--- config.mk ---
export PLATFORM = sky130hd
export DESIGN_NAME = dec2x4_hold
export DESIGN_NICKNAME = d
export VERILOG_FILES = /design/src/rtl/dec2x4_hold_pkg.sv /design/src/rtl/dec2x4_hold_comb.sv /design/src/rtl/dec2x4_hold.sv
export SDC_FILE = /design/constraint.sdc
export NUM_CORES = 1
export LEC_CHECK = 0
export ABC_AREA = 1
export CORE_UTILIZATION = 50
export DETAILED_ROUTE_END_ITERATION = 10
export PLACE_DENSITY = 0.77
export SYNTH_ARGS = -nofsm -noshare
export SYNTH_HDL_FRONTEND = slang
export SYNTH_HIERARCHICAL = 1
export SYNTH_SLANG_ARGS = --single-unit
--- constraint.sdc ---
create_clock -name clk -period 2 [get_ports clk]
set_clock_uncertainty 0.05 [all_clocks]
set_input_delay 0.4 -clock clk [delete_from_list [all_inputs] [get_ports clk]]
set_output_delay 0.4 -clock clk [all_outputs]
set_load 0.05 [all_outputs]
--- src/rtl/dec2x4_hold_pkg.sv ---
// Shared types and helpers for the registered 2-to-4 decoder.
// Also used by the encoder round-trip checks.
package dec_pkg;

   typedef enum logic [0:0] {
      IDLE = 1'b0,
      HOLD = 1'b1
   } state_e;

   localparam logic [3:0] ONEHOT_NONE = 4'b0000;

   function automatic logic [3:0] onehot2(input logic [1:0] c);
      onehot2 = 4'b0001 << c;
   endfunction

endpackage

--- src/rtl/dec2x4_hold_comb.sv ---
// Pure combinational 2-to-4 decoder with enable.
// The output is all-zero when disabled.
module dec2x4_comb
   import dec_pkg::*;
(
   input  logic       en_i,
   input  logic [1:0] code_i,
   output logic [3:0] y_o
);

   always_comb begin
      y_o = en_i ? onehot2(code_i) : ONEHOT_NONE;
   end

endmodule

--- src/rtl/dec2x4_hold.sv ---
// Registered 2-to-4 decoder: accepts codes over valid/ready, holds each one-hot for HOLD_CYCLES
// cycles, and buffers one pending code so back-to-back codes show with no idle gap.
module dec2x4_hold
   import dec_pkg::*;
#(
   parameter int unsigned HOLD_CYCLES = 4,
   parameter int unsigned CNT_W       = 8
) (
   input  logic       clk,
   input  logic       rst_n,
   input  logic       en,
   input  logic       in_valid,
   output logic       in_ready,
   input  logic [1:0] code,
   output logic [3:0] y,
   output logic       y_valid,
   output logic       busy
);

   localparam logic [CNT_W-1:0] CntLoad = CNT_W'(HOLD_CYCLES - 1);
   localparam logic [CNT_W-1:0] CntOne  = CNT_W'(1);

   state_e            state_q, state_d;
   logic [CNT_W-1:0]  cnt_q, cnt_d;
   logic [1:0]        code_q, code_d;
   logic              pend_full_q, pend_full_d;
   logic [1:0]        pend_code_q, pend_code_d;

   logic xfer, slot_free, take_pend, take_in, hold_act;

   assign in_ready  = !pend_full_q;
   assign xfer      = in_valid & in_ready;
   // Output slot is free when idle or when the current code shows its last cycle.
   assign slot_free = (state_q == IDLE) | (cnt_q == '0);
   assign take_pend = en & slot_free & pend_full_q;
   assign take_in   = en & slot_free & !pend_full_q & xfer;

   always_comb begin
      state_d     = state_q;
      cnt_d       = cnt_q;
      code_d      = code_q;
      pend_full_d = pend_full_q;
      pend_code_d = pend_code_q;

      if (en && (state_q == HOLD) && (cnt_q != '0)) begin
         cnt_d = cnt_q - CntOne;
      end

      if (take_pend) begin
         state_d     = HOLD;
         code_d      = pend_code_q;
         cnt_d       = CntLoad;
         pend_full_d = 1'b0;
      end else if (take_in) begin
         state_d = HOLD;
         code_d  = code;
         cnt_d   = CntLoad;
      end else if (en && slot_free) begin
         state_d = IDLE;
      end

      // A transfer not consumed directly lands in the pending slot (in_ready guarantees room).
      if (xfer && !take_in) begin
         pend_full_d = 1'b1;
         pend_code_d = code;
      end
   end

   always_ff @(posedge clk) begin
      if (!rst_n) begin
         state_q     <= IDLE;
         cnt_q       <= '0;
         code_q      <= 2'b00;
         pend_full_q <= 1'b0;
         pend_code_q <= 2'b00;
      end else begin
         state_q     <= state_d;
         cnt_q       <= cnt_d;
         code_q      <= code_d;
         pend_full_q <= pend_full_d;
         pend_code_q <= pend_code_d;
      end
   end

   assign hold_act = en & (state_q == HOLD);
   assign y_valid  = hold_act;
   assign busy     = (state_q == HOLD) | pend_full_q;

   dec2x4_comb u_dec (
      .en_i   (hold_act),
      .code_i (code_q),
      .y_o    (y)
   );

endmodule

==> results.py <==
metrics = {
    "status": {
        "status": "finished clean",
    },
    "yosys": {
        "ys_warn_count": 6,
        "syn_avg_cell_area_um2": 6.90,
        "ys_seq_elements": 14,
        "synth_area_leader_cell": "dfxtp_1",
        "yosysUniqueCellTypes": 23,
        "syn-num-nets": 123,
        "netlist_instances": 115,
        "synth-seq-area-share_pct": 35.3,
        "synth_top_area_share_pct": 35.3,
        "syn_area_um2": 793,
        "synth_area_leaders": "dfxtp_1, nand2_1, nor2_1",
    },
    "clock_tree": {
        "clock_latency_ns": 0.28,
        "clock_path_buffers": 2,
        "cts_tree": "built",
        "postCtsHoldBufs": 0,
        "clk_pin_slew_ns": 0.08,
        "htree_levels": 1,
        "cts_root_buf": "clkbuf_4",
        "cts_buffers": 3,
        "clkSinkCount": 14,
    },
    "routing": {
        "top_layer_used": "met4",
        "antenna_left": 0,
        "wl_met3_um": 58,
        "drt-initial-drc-count": 21,
        "via_count": 759,
        "vias_per_cell": 5.06,
        "drc": 0,
        "drtPass1Iterations": 6,
        "routed-wl-met2_um": 736,
        "met1_length_um": 770,
        "wl_per_cell_um": 10.6,
        "finalWirelength_um": 1590,
    },
    "placed_design": {
        "place_hpwl_um": 1230,
        "gp_congestion": 0.822,
        "placed_cells": 147,
        "numPortBuffers": 12,
    },
    "sta": {
        "hold_viol": 0,
        "relSlewSlack_pct": 79.1,
        "grt_setup_unrepaired": "true",
        "slew_viol_final": 0,
        "post-route-min-period_ns": 1.93,
        "tightest_slew_ns": 0.313,
        "setup_viol": 0,
        "clock.fmax_mhz": 518,
        "period_share_pct": 96.5,
    },
    "final_layout": {
        "final_util_pct": 69.6,
        "fillers": 118,
        "antenna_cells": 0,
        "drive_above_1_share_pct": 20.9,
        "fin_cells": 150,
        "area_growth_pct": 30.6,
        "nets": 144,
    },
    "critical_path": {
        "crit_arrival_ns": 1.48,
        "crit_family": "buffers and inverters",
        "startpoint_type": "input pin",
        "cp.required_ns": 1.55,
        "critPathBufInv": 3,
        "slowest_delay_ns": 0.47,
        "path_depth": 6,
        "crit_chain": "clkdlybuf4s50_1 -> nand2_1 -> inv_1 -> nand2_1 -> nor2_1 -> buf_12",
        "cp_max_fo": 4,
        "worstSetupPathType": "input pin to primary output",
        "critPathMostFrequentCell": "nand2_1",
        "worstRegToRegCells": 9,
        "cp-end-kind": "primary output",
        "cp_slowest_cell": "clkdlybuf4s50_1",
    },
    "global_route": {
        "grt_use_total_pct": 20.9,
        "grt.overflow.total": 0,
        "grt_pass1_vias": 650,
        "grt_antenna_before_repair": 0,
        "grt_max_degree": 10,
        "grt_first_pass_wirelength_um": 2770,
    },
    "job": {
        "cap_viol_max_count": 0,
    },
    "floorplanning": {
        "rows": 14,
        "die-area_um2": 1750,
        "die_w_um": 41.8,
        "io_pins": 13,
        "die_h_um": 41.8,
        "initial_core_util_pct": 53.3,
        "core-area_um2": 1490,
    },
    "hold_path": {
        "min_path_cells": 2,
        "hold_class": "register to register",
    },
    "pwr": {
        "leakagePower_nw": 0.461,
        "p_per_area_nw_per_um2": 622,
        "ir_drop_mv": 0.427,
    },
}
==> cell families (layout without fill, tap and decap cells) <==
| group | count (synthesis) | count (layout) | synth area share (%) |
|---|---|---|---|
| compound gates | 17 | 17 | 12.8 |
| xor+xnor | 4 | 4 | 4.42 |
| flops | 14 | 14 | 35.3 |
| fa+ha+maj | 2 | 2 | 3.15 |
| simple gates | 63 | 63 | 37.2 |
| buf+inv | 15 | 34 | 7.10 |
==> what timing repair did <==
item,CTS,global route
gates resized for setup,0,2
endpoints found under the hold margin,0,0
setup buffers,0,0
setup endpoints to repair,0,4
==> final timing paths <==
path                            slack, ns       from        end
worst min register to register       0.44  code_q[0]  code_q[0]
worst min-delay path                 0.44  code_q[0]  code_q[0]
worst max-delay path                 0.07         en       y[1]
worst max register to register       0.47   cnt_q[0]  code_q[0]
==> state kept, by name, indices dropped and copies added, names as in the netlist <==
name / flops
cnt_q: 8
code_q: 2
pend_code_q: 2
pend_full_q: 1
state_q: 1
==> stage by stage <==
step	TNS, ns	setup slack, ns	instance area (um^2)	hold WS, ns	power, mW
after global routing	-0.0366	-0.0204	1040	0.481	0.687
after floorplan	-0.499	-0.125	793	0.393	0.436
final	0	0.0697	1040	0.435	0.644
after CTS	0	0.0598	1030	0.432	0.649
after global placement	0	0.0860	1010	0.410	0.486
after detailed placement	0	0.0641	1010	0.418	0.490
==> synthesized netlist by cell type <==
master    count
dfxtp_1      14
inv_1        14
or2_2         2
xnor2_1       3
xor2_1        1
nand2_4       1
nand3_1       6
nand2_2       2
nand3b_1      1
nor2_2        2
ha_1          2
o21ai_4       1
nand4_1       1
inv_2         1
nor2_4        1
nor2_1       16
nand2_1      29
nor3_1        1
a21oi_1      10
o21ai_2       1
o21ai_0       4
nand3_4       1
a31oi_1       1
==> worst register-to-register path, cell delays in order, from the launching register on <==
cell	delay, ns
dfxtp_1	0.32
inv_1	0.12
ha_1	0.16
nand2_1	0.12
o21ai_4	0.24
nand3_4	0.13
nand2_4	0.13
inv_2	0.05
nand2_1	0.06
nand2_1	0.05
==> where the power goes <==
group	switching, mW	internal [mW]
clock	0.0889	0.0699
combinational	0.105	0.0719
sequential	0.0140	0.294
total	0.208	0.436
==> layout make-up <==
| cell class | count | area [um^2] | share of cell area (%) |
|---|---|---|---|
| clock buffer | 3 | 22.5 | 2.17 |
| timing repair buffer | 16 | 195 | 18.8 |
| multi-input combinational | 86 | 462 | 44.6 |
| sequential | 14 | 280 | 27.1 |
| inverter | 15 | 56.3 | 5.43 |
| tap | 16 | 20.0 | 1.93 |
==> cells in the final DEF (no fill, tap or decap) <==
cell type,netlist,routed
nand2_1,29,29
inv_1,14,14
nor2_1,16,14
dfxtp_1,14,14
a21oi_1,10,10
nand3_1,6,6
buf_4,0,6
clkdlybuf4s50_1,0,5
buf_12,0,5
nor2_2,2,4
o21ai_0,4,4
xnor2_1,3,3
clkbuf_4,0,3
or2_2,2,2
nand2_2,2,2
ha_1,2,2
o21ai_4,1,1
nand3_4,1,1
nor2_4,1,1
o21ai_2,1,1
a31oi_1,1,1
nor3_1,1,1
nand2_4,1,1
inv_2,1,1
xor2_1,1,1
nand4_1,1,1
nand3b_1,1,1
==> layer usage <==
metal  GRT usage, %  up-vias
met5              0        -
li1               -      405
met1           27.2      337
met3           6.52        4
met4           9.68        0
met2           31.3       13
No activity file was read; power rests on OpenSTA's default activity.
